### config.mk
export PLATFORM = sky130hd
export DESIGN_NAME = fetch_control
export DESIGN_NICKNAME = d
export VERILOG_FILES = /design/src/rtl/instruction_pkg.sv /design/src/rtl/fetch_buffer.sv /design/src/rtl/fetch_control.sv
export SDC_FILE = /design/constraint.sdc
export NUM_CORES = 1
export LEC_CHECK = 0
export ABC_AREA = 1
export BUFFER_PORTS_ARGS = -buffer_cell sky130_fd_sc_hd__buf_2
export CORE_AREA = 2 2 185 133
export CTS_BUF_LIST = sky130_fd_sc_hd__clkbuf_16
export DETAILED_ROUTE_END_ITERATION = 8
export DIE_AREA = 0 0 187 135
export GPL_ROUTABILITY_DRIVEN = 0
export PLACE_DENSITY = 0.81
export SLEW_MARGIN = 20
export SYNTH_ARGS = -nofsm -noshare
export SYNTH_HDL_FRONTEND = slang
export SYNTH_SLANG_ARGS = --single-unit
### constraint.sdc
create_clock -name clk -period 11.2 [get_ports clk]
set_clock_uncertainty 0.15 [all_clocks]
set_input_delay 2.24 -clock clk [delete_from_list [all_inputs] [get_ports clk]]
set_output_delay 2.24 -clock clk [all_outputs]
set_load 0.005 [all_outputs]
### src/rtl/instruction_pkg.sv
// Shared types and constants for the instruction-fetch path.
package instruction_pkg;

    typedef enum logic [1:0] {
        BOOT   = 2'd0,
        RUN    = 2'd1,
        HALTED = 2'd2
    } fetch_state_e;

    localparam logic [31:0] INST_NOP        = 32'h0000_0013;
    localparam logic [31:0] IMEM_ALIGN_MASK = 32'hFFFF_FFFC;

    typedef struct packed {
        logic [31:0] pc;
        logic [31:0] inst;
    } fetch_entry_t;

    function automatic logic [31:0] align_pc(input logic [31:0] addr);
        return addr & IMEM_ALIGN_MASK;
    endfunction

endpackage

### src/rtl/fetch_buffer.sv
// Small FIFO of fetched {pc, inst} pairs; head is readable combinationally.
module fetch_buffer
    import instruction_pkg::*;
#(
    parameter int BUF_DEPTH = 2,
    parameter int CNT_W     = $clog2(BUF_DEPTH) + 1
) (
    input  logic             clk,
    input  logic             reset,
    input  logic             push,
    input  logic             pop,
    input  logic             flush,
    input  fetch_entry_t     push_data,
    output fetch_entry_t     head_data,
    output logic             empty,
    output logic [CNT_W-1:0] count
);
    localparam int PTR_W = (BUF_DEPTH > 1) ? $clog2(BUF_DEPTH) : 1;

    fetch_entry_t     mem [BUF_DEPTH];
    logic [PTR_W-1:0] rd_ptr_reg;
    logic [PTR_W-1:0] wr_ptr_reg;
    logic [CNT_W-1:0] count_reg;
    logic             do_push;
    logic             do_pop;

    // Flush wins over push so a squashed response never lands in the buffer.
    assign do_push   = push && !flush;
    assign do_pop    = pop && !flush;
    assign head_data = mem[rd_ptr_reg];
    assign empty     = (count_reg == '0);
    assign count     = count_reg;

    always_ff @(posedge clk) begin
        if (do_push) begin
            mem[wr_ptr_reg] <= push_data;
        end
    end

    always_ff @(posedge clk or posedge reset) begin
        if (reset) begin
            rd_ptr_reg <= '0;
            wr_ptr_reg <= '0;
            count_reg  <= '0;
        end else if (flush) begin
            rd_ptr_reg <= '0;
            wr_ptr_reg <= '0;
            count_reg  <= '0;
        end else begin
            if (do_push) wr_ptr_reg <= wr_ptr_reg + PTR_W'(1);
            if (do_pop)  rd_ptr_reg <= rd_ptr_reg + PTR_W'(1);
            count_reg <= count_reg + CNT_W'(do_push) - CNT_W'(do_pop);
        end
    end

    assert property (@(posedge clk) disable iff (reset)
        !(do_push && !do_pop && count_reg == CNT_W'(BUF_DEPTH)));

endmodule

### src/rtl/fetch_control.sv
// Fetch sequencer: owns the fetch PC, issues credit-limited memory requests,
// buffers responses and hands them to execution, squashing on redirect.
module fetch_control
    import instruction_pkg::*;
#(
    parameter logic [31:0] RESET_PC  = 32'h0000_0000,
    parameter int          BUF_DEPTH = 2,
    parameter int          CNT_W     = $clog2(BUF_DEPTH) + 1
) (
    input  logic        clk,
    input  logic        reset,
    input  logic        halt_i,
    input  logic        redirect_i,
    input  logic [31:0] redirect_pc_i,
    output logic        imem_req_o,
    output logic [31:0] imem_addr_o,
    input  logic        imem_gnt_i,
    input  logic        imem_rvalid_i,
    input  logic [31:0] imem_rdata_i,
    output logic        inst_v_o,
    output logic [31:0] inst_o,
    output logic [31:0] pc_o
);
    fetch_state_e     state_reg, state_next;
    logic [31:0]      fetch_pc_reg, resp_pc_reg;
    logic [31:0]      last_pc_reg, last_inst_reg;
    logic [CNT_W-1:0] outstanding_reg, kill_cnt_reg, occupancy;
    logic [CNT_W:0]   credit_used;
    logic             fire, push, pop, buf_empty;
    fetch_entry_t     head, push_entry;

    // Credit covers both in-flight requests and buffered entries, so the
    // buffer can never overflow regardless of memory latency.
    assign credit_used = {1'b0, outstanding_reg} + {1'b0, occupancy};
    assign imem_req_o  = (state_reg != BOOT) && !redirect_i
                         && (credit_used < (CNT_W+1)'(BUF_DEPTH));
    assign imem_addr_o = fetch_pc_reg;
    assign fire        = imem_req_o && imem_gnt_i;

    assign push       = imem_rvalid_i && (kill_cnt_reg == '0) && !redirect_i;
    assign push_entry = {resp_pc_reg, imem_rdata_i};

    assign pop      = !buf_empty && (state_reg == RUN) && !redirect_i;
    assign inst_v_o = pop;
    assign inst_o   = pop ? head.inst : last_inst_reg;
    assign pc_o     = pop ? head.pc   : last_pc_reg;

    fetch_buffer #(
        .BUF_DEPTH (BUF_DEPTH),
        .CNT_W     (CNT_W)
    ) u_buffer (
        .clk       (clk),
        .reset     (reset),
        .push      (push),
        .pop       (pop),
        .flush     (redirect_i),
        .push_data (push_entry),
        .head_data (head),
        .empty     (buf_empty),
        .count     (occupancy)
    );

    always_comb begin
        state_next = state_reg;
        case (state_reg)
            BOOT:    state_next = RUN;
            RUN:     if (halt_i && !redirect_i) state_next = HALTED;
            HALTED:  if (!halt_i && !redirect_i) state_next = RUN;
            default: state_next = BOOT;
        endcase
    end

    always_ff @(posedge clk or posedge reset) begin
        if (reset) begin
            state_reg       <= BOOT;
            fetch_pc_reg    <= RESET_PC;
            resp_pc_reg     <= RESET_PC;
            outstanding_reg <= '0;
            kill_cnt_reg    <= '0;
            last_pc_reg     <= '0;
            last_inst_reg   <= '0;
        end else begin
            state_reg       <= state_next;
            outstanding_reg <= outstanding_reg + CNT_W'(fire) - CNT_W'(imem_rvalid_i);
            if (redirect_i) begin
                fetch_pc_reg <= align_pc(redirect_pc_i);
                resp_pc_reg  <= align_pc(redirect_pc_i);
                // Every request still in flight after this cycle is wrong-path.
                kill_cnt_reg <= outstanding_reg - CNT_W'(imem_rvalid_i);
            end else begin
                if (fire) fetch_pc_reg <= fetch_pc_reg + 32'd4;
                if (push) resp_pc_reg  <= resp_pc_reg + 32'd4;
                if (imem_rvalid_i && kill_cnt_reg != '0)
                    kill_cnt_reg <= kill_cnt_reg - CNT_W'(1);
            end
            if (pop) begin
                last_pc_reg   <= head.pc;
                last_inst_reg <= head.inst;
            end
        end
    end

    assert property (@(posedge clk) disable iff (reset)
        kill_cnt_reg <= outstanding_reg);

endmodule

==> flow_results.org, run 1 <==
** Status
- Status :: finished clean

** Floorplan
- The die is 187 um wide.
- After floorplanning, the core was sized to cover between 0.02 and 0.025 mm2.
- Standard-cell row count :: 47
- Num ports :: approximately 170
- For this configuration, the core starts out at a cell density of slightly below 50%.
- From bottom edge to top edge, the die measures about 140 um.
- Die ar. :: 0.0252 mm2

** Yosys
- Synth warnings :: 0
- Each instance of the synthesized netlist takes up on average around 10 um2.
- Of all flip-flops after synthesis, the portion carrying an async set or reset was just over 50%.
- Count of different cell masters after synthesis :: 44
- After synthesis, flip-flops and latches occupy 61.4% of the total area.
- In the synthesized netlist, the number of instances is 1177.
- Cell Area, Synth :: roughly 0.012 mm2
- Cell types occupying the most area after synthesis :: sky130_fd_sc_hd__edfxtp_1 32%, sky130_fd_sc_hd__dfrtp_1 29%, sky130_fd_sc_hd__nand2_1 9.4%
- After synthesis the netlist holds a flip-flop and latch count of 258.
- After synthesis, the largest area contributor takes up 32.3% of total cell area.
- Counting flops with a built-in enable in the synthesized netlist gives 124.
- For this run, the leading register cell type out of synthesis is sky130_fd_sc_hd__dfrtp_1.
- Largest area contributor in the synthesized netlist :: sky130_fd_sc_hd__edfxtp_1

** Power
- Part of the power in registers :: 45.5%
- Leakage component of the power :: 0.00605 uW
- Net switching is between 30 and 40% of the power.
- Of the total power, the clock network draws 28.2%.
- Combinational Power Share :: between 20% and 30%
- Worst voltage drop across the vdd grid :: roughly 0.17 mV
- In this run the power density over the cells is 219 mW/mm2.
- Int Power :: approximately 2000 uW
- For this design the total switching power over the nets is 976 uW.

** Routing
- Length of the first detailed-routing pass in iterations :: 5
- Final wirelength :: roughly 28 mm
- The detailed router finished its first iteration with 704 violations.
- Using the TritonRoute via totals, the vias-per-cell ratio works out to about 5.3.
- The routed layout has approximately 8900 vias.
- In this run the remaining antenna-violating nets after routing total 0.
- For this run, design rule violations remaining after detail routing come to 0.
- Wirelength per Cell :: 16.6 um

** Clock tree
- After clock tree synthesis, the clock-pin slew on the worst setup and hold paths is 60 ps.
- TritonCTS built the clock tree.
- CTS buffer count :: 26
- The number of hold buffers added after CTS was 0.
- The clock passes through at most 3 buffers.
- Clock tree sinks :: around 260
- At the later pin of the worst-skew pair, clock insertion delay measures approximately 530 ps.
- CTS built an H-tree with a depth of 1.
- Post-CTS resize count :: 0
- Clock tree root driver cell :: sky130_fd_sc_hd__clkbuf_16
- Number of buffers added for setup after CTS :: 0

** Critical path
- Arrival time of the worst setup path :: about 4600 ps
- Kind of launch point of the worst setup path :: input pin
- Element type at the critical path end :: output pin
- Critical Path Fanout Max :: between 90 and 100
- R2r setup slk :: about 8000 ps
- The worst register-to-register path begins at kill_cnt_reg[0].
- Data on the critical path is required at its endpoint by 8810 ps.
- The worst register-to-register path ends at u_buffer.mem[0][63].
- Kind of critical path :: in2out
- Count of cells along the worst register-to-register path :: 8

** Global routing
- GRT Total Usage :: between 20 and 25%
- Number of antenna violations at the first check in global routing :: 0
- Busiest layer in global routing :: met2
- Entering global routing, the biggest net connects 95 pins.
- In the global route stage, met2 resource usage came out at a little over a third.
- The number of global-route vias before repair is 8705.
- The first global-routing pass estimated ~45 mm of wire.
- For met1 alone, demand over resource in global routing was between 30% and 40%.
- For this run, global-route usage on met3 was measured as ~3.9%.
- For this run the aggregate overflow at the end of global routing stands at 0.

** Min path
- For hold timing, the worst endpoint is last_pc_reg[1].
- The path class of the tightest hold or removal check is reg2reg.
- Beginning of the worst hold path :: last_pc_reg[1]
- Counting instances, the worst hold path has a depth of 2.

** Cells and area
- The register with the most flip-flops in the layout has between 100 and 150 of them.
- Most frequent standard cell in the layout excluding fill and tap cells :: sky130_fd_sc_hd__nand2_1
- The count of cells in the finished layout, fillers not included, comes to 1675.
- At the end of the flow the core is filled with cells to 57.5%.
- The library cells used most frequently in the layout, excluding fill and tap cells, are 289 x sky130_fd_sc_hd__nand2_1, 182 x sky130_fd_sc_hd__nor2_1, 163 x sky130_fd_sc_hd__buf_2.
- Fraction of layout cells with a size suffix above 1 :: roughly a fifth
- 0 antenna diodes ended up in the layout.
- Total of fill cells in the finished design :: 1972
- Relative area change from synthesis to final layout :: 16.6%
- For this run, the post-layout net count is between 1000 and 1500.

** Timing
- The final count of hold timing violations came to 0.
- The smallest clock period supported by the final layout is computed as roughly 7000 ps.
- Pins Over Slew Limit :: 0
- Unrepaired setup endpoints after global routing :: false
- Transition time of the tightest slew-check pin :: 971 ps
- Relative slew slack :: 35.2%
- Total negative setup slack :: 0 ps
- Share of the cycle needed by the critical path after routing :: approximately 62%
- Based on the critical path, the design can be clocked at up to 143 MHz.
- Setup violations remaining at the end of the flow were counted as 0.

** Placement
- Count of buffers from port buffering :: about 160
- Dpl hpwl :: around 18 mm
- In this run, placement finished with an instance count of 1627.

** Job
- Across the run, the number of max-cap violations was 0.
==> critical path, cell delays in order <==
cell	delay, ps
sky130_fd_sc_hd__buf_2	80
sky130_fd_sc_hd__buf_4	470
sky130_fd_sc_hd__nor2_2	140
sky130_fd_sc_hd__inv_4	290
sky130_fd_sc_hd__buf_4	810
sky130_fd_sc_hd__nand2_1	100
sky130_fd_sc_hd__o31ai_1	180
sky130_fd_sc_hd__buf_2	210
==> cell type report <==
class | instances | area [um2] | share of cell area (%)
Clock inverter | 22 | 160 | 1.19
Tap cell | 318 | 398 | 2.96
Clock buffer | 26 | 651 | 4.84
Multi-Input combinational cell | 772 | 3850 | 28.7
Sequential cell | 258 | 7080 | 52.7
Inverter | 107 | 409 | 3.05
Timing Repair Buffer | 172 | 883 | 6.58
==> stage by stage <==
stage,power (uW),cell area (um2),setup WS (ps),hold slack (ps)
after floorplan,1800,11500,5220,286
after detailed placement,2130,12600,4250,298
after CTS,2960,13400,4250,312
after global placement,2090,12600,4280,291
after global routing,3120,13400,4000,341
final,2940,13400,4230,314
==> kinds of logic after synthesis <==
| group | Yosys count | synth area share [%] |
|---|---|---|
| AO/OA/AOI/OAI | 143 | 8.22 |
| buffers and inverters | 148 | 5.29 |
| AND/OR/NAND/NOR | 599 | 22.6 |
| XOR/XNOR | 19 | 1.44 |
| flip-flops | 258 | 61.4 |
| adder cells (fa/ha/maj) | 9 | 1.04 |
| other | 1 | 0.0325 |
==> synth_stat cells, types with 2 or more instances <==
library cell,instances
sky130_fd_sc_hd__buf_1,2
sky130_fd_sc_hd__xnor2_1,3
sky130_fd_sc_hd__o21ai_0,23
sky130_fd_sc_hd__buf_2,19
sky130_fd_sc_hd__buf_4,2
sky130_fd_sc_hd__nand4_1,11
sky130_fd_sc_hd__edfxtp_1,124
sky130_fd_sc_hd__nor2_4,14
sky130_fd_sc_hd__o31ai_1,62
sky130_fd_sc_hd__inv_2,9
sky130_fd_sc_hd__buf_6,3
sky130_fd_sc_hd__nor2_1,184
sky130_fd_sc_hd__nand2_4,3
sky130_fd_sc_hd__ha_1,8
sky130_fd_sc_hd__dfrtp_1,134
sky130_fd_sc_hd__a31oi_1,3
sky130_fd_sc_hd__nand2_1,289
sky130_fd_sc_hd__clkinv_1,2
sky130_fd_sc_hd__clkbuf_1,15
sky130_fd_sc_hd__a21oi_1,19
sky130_fd_sc_hd__nand3_1,66
sky130_fd_sc_hd__o211ai_1,12
sky130_fd_sc_hd__nor2_2,5
sky130_fd_sc_hd__inv_1,96
sky130_fd_sc_hd__nor3_1,10
sky130_fd_sc_hd__nand2_2,7
sky130_fd_sc_hd__o21ai_1,9
sky130_fd_sc_hd__o221ai_1,2
sky130_fd_sc_hd__nand3_2,4
sky130_fd_sc_hd__o21bai_1,8
sky130_fd_sc_hd__xor2_1,16
==> power by group through the flow <==
stage	Clock [uW]	Sequential (uW)	Combinational, uW
4_1_cts	842	1340	785
6_report	828	1340	776
3_5_place_dp	0	1350	778
3_3_place_gp	0	1340	750
5_1_grt	881	1360	877
2_1_floorplan	0	1320	479
==> per-layer routing <==
layer / part of all wire, % / routed length, um
met1: 45 / 12500
met2: 45 / 12600
met3: 7.2 / 2010
met4: 2.8 / 781
met5: 0 / 0
==> how the worst max path moves through the flow <==
| stage | start | endpoint | slack [ps] | cells past startpoint |
|---|---|---|---|---|
| 2_1_floorplan | redirect_i | u_buffer.mem[0][0] | 5220 | 4 |
| 3_3_place_gp | redirect_i | pc_o[10] | 4280 | 8 |
| 3_5_place_dp | redirect_i | pc_o[11] | 4250 | 8 |
| 4_1_cts | redirect_i | pc_o[11] | 4250 | 8 |
| 5_1_grt | redirect_i | pc_o[10] | 4000 | 8 |
| 6_report | redirect_i | pc_o[10] | 4230 | 8 |
No activity file was read; power rests on OpenSTA's default activity.
==> inputs of run 2 (changes only) <==
--- a/config.mk
+++ b/config.mk
@@ -5,14 +5,14 @@
 export SDC_FILE = /design/constraint.sdc
 export NUM_CORES = 1
 export LEC_CHECK = 0
-export ABC_AREA = 1
+export ABC_AREA = 0
 export BUFFER_PORTS_ARGS = -buffer_cell sky130_fd_sc_hd__buf_2
-export CORE_AREA = 2 2 185 133
+export CORE_AREA = 2 2 178 128
 export CTS_BUF_LIST = sky130_fd_sc_hd__clkbuf_16
 export DETAILED_ROUTE_END_ITERATION = 8
-export DIE_AREA = 0 0 187 135
+export DIE_AREA = 0 0 180 130
 export GPL_ROUTABILITY_DRIVEN = 0
-export PLACE_DENSITY = 0.81
+export PLACE_DENSITY = 0.85
 export SLEW_MARGIN = 20
 export SYNTH_ARGS = -nofsm -noshare
 export SYNTH_HDL_FRONTEND = slang
==> constraint.sdc (replaced) <==
create_clock -name clk -period 6.05 [get_ports clk]
set_clock_uncertainty 0.15 [all_clocks]
set_input_delay 1.21 -clock clk [delete_from_list [all_inputs] [get_ports clk]]
set_output_delay 1.21 -clock clk [all_outputs]
set_load 0.005 [all_outputs]
==> run 2 against run 1 <==
Global-route usage decreased by 2.5 points. Cell area decreased by 6.2%. Setup slack got worse by 2100 ps. Cell count decreased by 23%. Critical path type is now reg2out. Critical endpoint is now inst_o[20].
==> flow_results.org, run 2 <==
** Placement
- Instance area after placement :: 0.0117 mm2 (was 0.0126 mm2)
- The count of placed standard cells including taps came to 1252 (was 1627).
- Count of buffers from port buffering :: 163 (unchanged)
- The post-DP HPWL was 14.8 mm (was 18.4 mm).
- Worst-case setup slack after placement :: 2230 ps (was 4250 ps)

** Clock tree
- Post-CTS resize count :: 0 (unchanged)
- Register clock-pin slew on the reported worst setup and hold paths :: 60 ps (about the same)
- The number of clock buffers inserted by TritonCTS is 25 (was 26).
- The cell at the root of the clock tree is sky130_fd_sc_hd__clkbuf_16 (unchanged).
- The clock tree buffer depth came to 3 (unchanged).
- Clock tree from TritonCTS :: done (unchanged)
- Number of buffers inserted by hold repair at cts :: 0 (unchanged)
- Clock insertion delay at the later pin of the skew report :: 520 ps (was 530 ps)
- The number of buffers inserted to repair setup after CTS is 0 (unchanged).
- The sink count of the clock tree was 258 (unchanged).
- Deepest level of the CTS H-tree :: 1 (unchanged)

** Status
- Status: finished clean (unchanged).

** Power
- The total net switching power was 1560 uW (was 976 uW).
- Int Power :: 3610 uW (was 1970 uW)
- The sequential group share of total power came to 46.6% (was 45.5%).
- Worst voltage drop across the vdd grid :: 0.214 mV (was 0.171 mV)
- The switching fraction of total power is 30.1% (was 33.2%).
- Share of total power in the clock network :: 30.1% (was 28.2%)
- Power density over the cells :: 410 mW/mm2 (was 219 mW/mm2)
- Combinational Power Share :: 23.3% (was 26.4%)
- The static leakage came to 0.00490 uW (was 0.00605 uW).

** Cells and area
- Relative area change from synthesis to final layout :: 18.2% (was 16.6%)
- The flip-flop count of the largest register after layout was 124 (unchanged).
- The multi-input gate area in the final layout came to 0.00337 mm2 (was 0.00385 mm2).
- The non-filler instance count after layout came to 1298 (was 1675).
- The count of fill cells added during filler insertion came to 1712 (was 1972).
- Final-stage net count :: 1071 (was 1416)
- Flip-flop and latch area :: 0.00708 mm2 (about the same)
- Most used cells in the layout excluding fill and tap cells: 163 x sky130_fd_sc_hd__buf_2, 133 x sky130_fd_sc_hd__dfrtp_1, 124 x sky130_fd_sc_hd__edfxtp_1 (was 289 x sky130_fd_sc_hd__nand2_1, 182 x sky130_fd_sc_hd__nor2_1, 163 x sky130_fd_sc_hd__buf_2).
- Most frequent standard cell in the layout excluding fill and tap cells :: sky130_fd_sc_hd__buf_2 (was sky130_fd_sc_hd__nand2_1)
- The fraction of final layout cells with drive strength greater than 1 is 23.4% (was 18.8%).
- Post-route design area :: 0.0126 mm2 (was 0.0134 mm2)
- The count of inserted antenna diode cells came to 0 (unchanged).

** Yosys
- Share of async-settable or async-resettable flops after synthesis :: 51.9% (unchanged)
- The share of Yosys cell area claimed by the top area cell type came to 34.9% (was 32.3%).
- Top post-synthesis cells by count: 134 x sky130_fd_sc_hd__dfrtp_1, 124 x sky130_fd_sc_hd__edfxtp_1, 84 x sky130_fd_sc_hd__nor2_1 (was 289 x sky130_fd_sc_hd__nand2_1, 184 x sky130_fd_sc_hd__nor2_1, 134 x sky130_fd_sc_hd__dfrtp_1).
- The count of cell types in the netlist is 53 (was 44).
- The number of flops mapped to enable cells by yosys was 124 (unchanged).
- Seq cells post-synth :: 258 (unchanged)
- The synthesized instance count was 833 (was 1177).
- Synth warnings :: 0 (unchanged)
- The cell accounting for the most synthesized area is sky130_fd_sc_hd__edfxtp_1 (unchanged).
- Cell types occupying the most area after synthesis :: sky130_fd_sc_hd__edfxtp_1 35%, sky130_fd_sc_hd__dfrtp_1 31%, sky130_fd_sc_hd__mux2i_1 5.9% (was sky130_fd_sc_hd__edfxtp_1 32%, sky130_fd_sc_hd__dfrtp_1 29%, sky130_fd_sc_hd__nand2_1 9.4%)
- The primary flip-flop cell chosen by synthesis mapping was sky130_fd_sc_hd__dfrtp_1 (unchanged).
- The most frequently used cell type in the post-synthesis netlist is sky130_fd_sc_hd__dfrtp_1 (was sky130_fd_sc_hd__nand2_1).
- The synthesized cell area came to 0.0107 mm2 (was 0.0115 mm2).
- Mean area per synthesized cell :: 12.8 um2 (was 9.79 um2)
- The share of synthesized area occupied by flip-flops and latches was 66.4% (was 61.4%).

** Global routing
- Vias in the first global route :: 6871 (was 8705)
- The largest net degree at the start of global routing was 127 (was 95).
- The overall global routing resource usage is 19.8% (was 22.3%).
- First-pass GRT wire length :: 37.0 mm (was 45.1 mm)
- GR Overflow Total :: 0 (unchanged)
- The number of antenna violations at the first check in global routing was 1 (was 0).

** Critical path
- The endpoint kind of the worst setup timing path was an output pin (unchanged).
- The launch point of the critical path was state_reg[0] (was redirect_i).
- Arrival time of the worst setup path :: 2600 ps (was 4580 ps)
- The type of the setup path with the least slack was reg2out (was in2out).
- Critical R2R Launch :: outstanding_reg[0] (was kill_cnt_reg[0])
- R2r setup slk :: 3040 ps (was 7830 ps)
- The endpoint of the most critical register-to-register path is outstanding_reg[1] (was u_buffer.mem[0][63]).
- Critical Path Fanout Max :: 126 (was 94)
- Count of cells along the worst register-to-register path :: 11 (was 8)
- The critical path startpoint category is a flip-flop (was input pin).
- The end of the critical path is inst_o[20] (was pc_o[10]).
- The critical path required time came to 4690 ps (was 8810 ps).

** Routing
- The starting DRC count in detailed routing is 603 (was 704).
- Drt via density :: 5.54 (was 5.33)
- Vias post-DR :: 7195 (was 8933)
- The overall routed net length came to 23.4 mm (was 27.9 mm).
- Wirelength per Cell :: 18.0 um (was 16.6 um)
- The remaining routing DRC violations came to 0 (unchanged).
- The remaining antenna violation count after routing was 0 (unchanged).
- Length of the first detailed-routing pass in iterations :: 5 (unchanged)

** Timing
- Derived from the worst setup path, the maximum achievable clock frequency is 253 MHz.
- Transition time of the tightest slew-check pin :: 1090 ps (was 971 ps)
- Relative slew slack :: 27.3% (was 35.2%)
- Unrepaired setup endpoints after global routing: false (unchanged).
- The number of pins with negative max-slew slack in the final report came to 0 (unchanged).
- The setup-violating endpoint count in the final report came to 0 (unchanged).
- Share of the cycle needed by the critical path after routing :: between 60% and 70%
- The final total negative setup slack was 0 ps (unchanged).
- Count of final hold-check violations :: 0 (unchanged)
- The worst hold slack after final layout came to 367 ps (was 314 ps).
- Least setup slack across all paths after layout :: 2090 ps (was 4230 ps)
- The smallest clock period supported by the final layout is computed as just under 4000 ps.

** Floorplan
- The overall die width was 180 um (was 187 um).
- The effective utilization at floorplan is 48.6% (was 49.4%).
- Num ports :: 168 (unchanged)
- The placeable core region was 0.0219 mm2 (was 0.0233 mm2).
- Die ar. :: 0.0234 mm2 (was 0.0252 mm2)
- The number of rows created at floorplan was 46 (was 47).
- The chip height is 130 um (was 135 um).

** Min path
- Class of the tightest hold or removal check :: reg2reg (unchanged)
- Beginning of the worst hold path :: last_pc_reg[1] (unchanged)

** Job
- The max-cap check violation count was 0 (unchanged).
-- run 2: changes by cell type after synthesis, moves of 11 or more --
cell | previous run | this run
sky130_fd_sc_hd__mux2i_1 | 0 | 63
sky130_fd_sc_hd__nand3_1 | 66 | 33
sky130_fd_sc_hd__nand2_1 | 289 | 52
sky130_fd_sc_hd__inv_1 | 96 | 14
sky130_fd_sc_hd__nor2_4 | 14 | 0
sky130_fd_sc_hd__a21oi_1 | 19 | 72
sky130_fd_sc_hd__and4_1 | 0 | 11
sky130_fd_sc_hd__buf_2 | 19 | 2
sky130_fd_sc_hd__o31ai_1 | 62 | 0
sky130_fd_sc_hd__xnor2_1 | 3 | 21
sky130_fd_sc_hd__nor2_1 | 184 | 84
sky130_fd_sc_hd__clkbuf_1 | 15 | 29
sky130_fd_sc_hd__o21ai_0 | 23 | 37
-- run 2: worst max-delay path: stages, from the launching register on --
cell and delay [ps]:
sky130_fd_sc_hd__dfrtp_1 380, sky130_fd_sc_hd__nor2b_1 210, sky130_fd_sc_hd__o21ai_1 290, sky130_fd_sc_hd__nor2_4 240, sky130_fd_sc_hd__buf_12 410, sky130_fd_sc_hd__nor2_1 80, sky130_fd_sc_hd__a21oi_1 230, sky130_fd_sc_hd__buf_2 160
-- run 2: stage by stage --
stage / util [%] / power [uW]
after floorplan: - / 3120
after global placement: 53.6 / 3590
after detailed placement: 53.6 / 3640
after CTS: 57.3 / 5210
after global routing: 57.5 / 5460
final: 57.5 / 5170
-- run 2: cell type report --
class                           instances  area share, %
Clock inverter                         20           1.57
Multi-Input combinational cell        521           26.7
Timing Repair Buffer                  170           7.15
Inverter                               16          0.516
Sequential cell                       258           56.2
Tap cell                              288           2.86
Clock buffer                           25           4.97
-- run 2: metal layers --
metal  track usage [%]  wire (um)  vias up
met5                 0         13        -
met4              4.93        492        2
met3              4.74       2470       43
met2              29.1       9770      380
met1              29.8      10600     3420
li1                  -          -     3350
-- run 2: how the worst min path moves through the flow --
stage	end	slack, ps	cells past startpoint
6_report	last_pc_reg[1]	370	1
5_1_grt	u_buffer.mem[0][63]	380	0
4_1_cts	u_buffer.mem[0][63]	360	0
3_5_place_dp	u_buffer.mem[0][63]	350	0
3_3_place_gp	outstanding_reg[0]	340	1
2_1_floorplan	u_buffer.mem[0][36]	290	0
-- run 2: power by group through the flow --
stage                     sequential [uW]  clock (uW)  combinational, uW
final                                2410        1550               1210
after global routing                 2450        1650               1360
after CTS                            2440        1590               1180
after detailed placement             2470           0               1170
after global placement               2460           0               1140
after floorplan                      2360           0                757
-- run 2: kinds of logic (layout without fill, tap and decap cells) --
| family | Yosys count | in the layout | synth area share (%) |
|---|---|---|---|
| AOI/OAI and AO/OA | 141 | 141 | 7.44 |
| muxes | 74 | 74 | 7.08 |
| buffers and inverters | 55 | 231 | 2.21 |
| and+or+nand+nor | 251 | 251 | 12.1 |
| other | 1 | 2 | 0.0352 |
| DFF | 258 | 258 | 66.4 |
| adders and majority gates | 9 | 9 | 1.13 |
| xor gates and xnor gates | 44 | 44 | 3.62 |
==> inputs of run 3 (changes only) <==
==> constraint.sdc (replaced) <==
create_clock -name clk -period 3.38 [get_ports clk]
set_clock_uncertainty 0.15 [all_clocks]
set_input_delay 0.676 -clock clk [delete_from_list [all_inputs] [get_ports clk]]
set_output_delay 0.676 -clock clk [all_outputs]
set_load 0.005 [all_outputs]
==> run 3 against run 2 <==
Global-route usage up 0.23 points. Power up 74%. Die area stayed put. Via count increased by 1.3%. Largest cell class unchanged. Register-to-register slack worse by 2500 ps. Flip-flop and latch count unchanged. Clock power is 57% higher. Worst hold slack got worse by 160 ps. First-iteration DRC count up 9.1%.
==> flow_results.org, run 3 (same netlist as run 2, synthesis figures left out) <==
** Global routing
- The number of global-route vias before repair is 6779 (was 6871).
- The overflow left after global routing was 0 (unchanged).
- GRT Total Usage :: 20.0% (was 19.8%)
- The largest net degree at the start of global routing was 103 (was 127).
- The global-route wire length before repair came to 37.3 mm (was 37.0 mm).
- The number of antenna violations at the first check in global routing came to 0 (was 1).

** Job
- The max-cap check violation count is 0 (unchanged).

** Cells and area
- The flip-flop count of the largest register after layout was 124 (unchanged).
- Fraction of layout cells with a size suffix above 1 :: 23.2% (was 23.4%)
- Antenna cell count :: 0 (unchanged)
- Most used cells in the layout excluding fill and tap cells: 163 x sky130_fd_sc_hd__buf_2, 133 x sky130_fd_sc_hd__dfrtp_1, 124 x sky130_fd_sc_hd__edfxtp_1 (unchanged).
- The number of nets in the finished design came to 1079 (was 1071).
- Relative area change from synthesis to final layout :: 18.3% (was 18.2%)
- Total of fill cells in the finished design :: 1781 (was 1712)
- The leading cell type in the layout, fill and taps excluded was sky130_fd_sc_hd__buf_2 (unchanged).

** Critical path
- The top fanout value on the critical path is 23 (was 126).
- Arrival time of the worst setup path :: 2420 ps (was 2600 ps)
- The type of the setup path with the least slack was reg2out (unchanged).
- The critical path's top delay family is buffers and inverters (unchanged).
- Critical path cell sequence: nor2b_1 -> o21ai_1 -> nor2_4 -> buf_12 -> buf_4 -> nor2_1 -> a21oi_1 -> buf_2 (was nor2b_1 -> o21ai_1 -> nor2_4 -> buf_12 -> nor2_1 -> a21oi_1 -> buf_2).
- Worst Path Buf+Inv :: 3 (was 2)
- The critical path required time is 2550 ps (was 4690 ps).
- The library cell contributing the largest single delay on the critical path is sky130_fd_sc_hd__dfrtp_1 (was sky130_fd_sc_hd__buf_12).
- Element type at the critical path end :: output pin (unchanged)
- The critical path startpoint category is a flip-flop (unchanged).
- Max incr delay on CP :: 410 ps (about the same)

** Power
- Worst voltage drop across the vdd grid :: 0.366 mV (was 0.214 mV)
- Power density over the cells :: 714 mW/mm2 (was 410 mW/mm2)
- The power share of the combinational group came to 25.0% (was 23.3%).
- The total net switching power was 2760 uW (was 1560 uW).
- The share of total power in the clock network came to 27.2% (was 30.1%).
- The internal cell power was 6240 uW (was 3610 uW).
- The sequential group share of total power was 47.8% (was 46.6%).
- Switching part of the total power :: 30.7% (was 30.1%)
- The static leakage was 0.00493 uW (was 0.00490 uW).

** Floorplan
- The effective utilization at floorplan was 48.6% (unchanged).
- The overall die width was 180 um (unchanged).
- Core footprint :: 0.0219 mm2 (unchanged)
- Die ar. :: 0.0234 mm2 (unchanged)
- The chip height was 130 um (unchanged).
- The number of rows created at floorplan was 46 (unchanged).
- Num ports :: 168 (unchanged)

** Routing
- Length of the first detailed-routing pass in iterations :: 7 (was 5)
- Drt via density :: 5.59 (was 5.54)
- Wirelength per Cell :: 18.7 um (was 18.0 um)
- The via total after detailed routing came to 7292 (was 7195).
- Starting DRT DRC Count :: 658 (was 603)
- The remaining routing DRC violations is 0 (unchanged).
- The remaining antenna violation count after routing was 0 (unchanged).
- Final wirelength :: 24.4 mm (was 23.4 mm)

** Placement
- The placement-stage worst setup slack is 633 ps (was 2230 ps).
- The count of input and output buffers was 163 (unchanged).
- The post-DP HPWL came to 15.7 mm (was 14.8 mm).

** Clock tree
- The number of clock buffers inserted by TritonCTS came to 24 (was 25).
- The TritonCTS clock tree was done (unchanged).
- The number of H-tree levels was 1 (unchanged).
- Maximum number of buffers from clock root to sink :: 3 (unchanged)
- The cell at the root of the clock tree is sky130_fd_sc_hd__clkbuf_16 (unchanged).
- Number of buffers inserted by hold repair at cts :: 0 (unchanged)
- Register clock-pin slew on the reported worst setup and hold paths :: 60 ps (about the same)
- The sink count of the clock tree was 258 (unchanged).
- Clock insertion delay at the later pin of the skew report :: 520 ps (about the same)

** Timing
- Worst hold-check slack :: 202 ps (was 367 ps)
- The clock period could shrink to around 3200 ps.
- Count of final hold-check violations :: 0 (unchanged)
- The final worst slack is 138 ps (was 2090 ps).
- Share of the cycle needed by the critical path after routing :: 95.9%
- The slew at the pin closest to its max-slew limit was 1040 ps (was 1090 ps).
- Static timing analysis puts the maximum clock frequency at between 300 and 400 MHz.
- Pins Over Slew Limit :: 0 (unchanged)
- The setup-violating endpoint count in the final report is 0 (unchanged).
- Unrepaired setup endpoints after global routing :: false (unchanged)
- Total negative setup slack :: 0 ps (unchanged)
- The relative slew slack was 30.3% (was 27.3%).

** Status
- Status :: finished clean (unchanged)

** Min path
- The worst min-delay path class is in2reg (was reg2reg).
[run 3: stage by stage]
step | power, uW | std cells | util, % | instance area (um2)
2_1_floorplan | 5580 | 834 | - | 10700
3_3_place_gp | 6460 | 1258 | 54.0 | 11800
3_5_place_dp | 6560 | 1258 | 54.0 | 11800
4_1_cts | 9030 | 1300 | 57.2 | 12500
5_1_grt | 9480 | 1304 | 57.5 | 12600
6_report | 8990 | 1304 | 57.5 | 12600
[run 3: cell type report]
class	count	area [um2]	share of cell area, %
Multi-Input combinational cell	521	3370	26.7
Clock inverter	17	76.3	0.606
Sequential cell	258	7080	56.2
Tap cell	288	360	2.86
Inverter	16	63.8	0.506
Timing Repair Buffer	179	1030	8.15
Clock buffer	25	626	4.96
[run 3: worst register-to-register path, stage by stage, from the launching register on]
cell and delay [ps]:
sky130_fd_sc_hd__dfrtp_1 440, sky130_fd_sc_hd__fa_1 630, sky130_fd_sc_hd__nor4b_4 70, sky130_fd_sc_hd__buf_4 210
sky130_fd_sc_hd__nor2_1 800, sky130_fd_sc_hd__o21ai_0 210, sky130_fd_sc_hd__o311ai_0 170
[run 3: timing repair]
action / in CTS / in global routing
resized for setup: 0 / 4
setup buffers: 0 / 2
endpoints found under the setup margin: 0 / 31
[run 3: worst paths after layout]
check,startpoint,cells after the start,slack (ps),to
setup reg to reg,outstanding_reg[1],6,570,imem_addr_o[23]
max in group asynchronous,reset,3,2020,resp_pc_reg[10]
hold reg to reg,last_pc_reg[1],1,360,last_pc_reg[1]
hold / removal,imem_rdata_i[2],1,200,u_buffer.mem[1][2]
min in group asynchronous,reset,2,210,u_buffer.rd_ptr_reg
setup / recovery,state_reg[1],8,140,pc_o[15]
[run 3: metal layers]
layer	up-vias	wire length (um)	global-route usage, %
met5	-	0	0
met4	0	387	4.45
met3	35	2220	4.13
met2	365	10500	29.2
met1	3527	11300	31.1
li1	3365	-	-
[run 3: power groups by stage]
stage / registers, uW / logic, uW / clock network, uW
final: 4300 / 2250 / 2440
after CTS: 4300 / 2230 / 2500
after detailed placement: 4360 / 2200 / 0
after global routing: 4370 / 2500 / 2620
after floorplan: 4220 / 1360 / 0
after global placement: 4320 / 2140 / 0
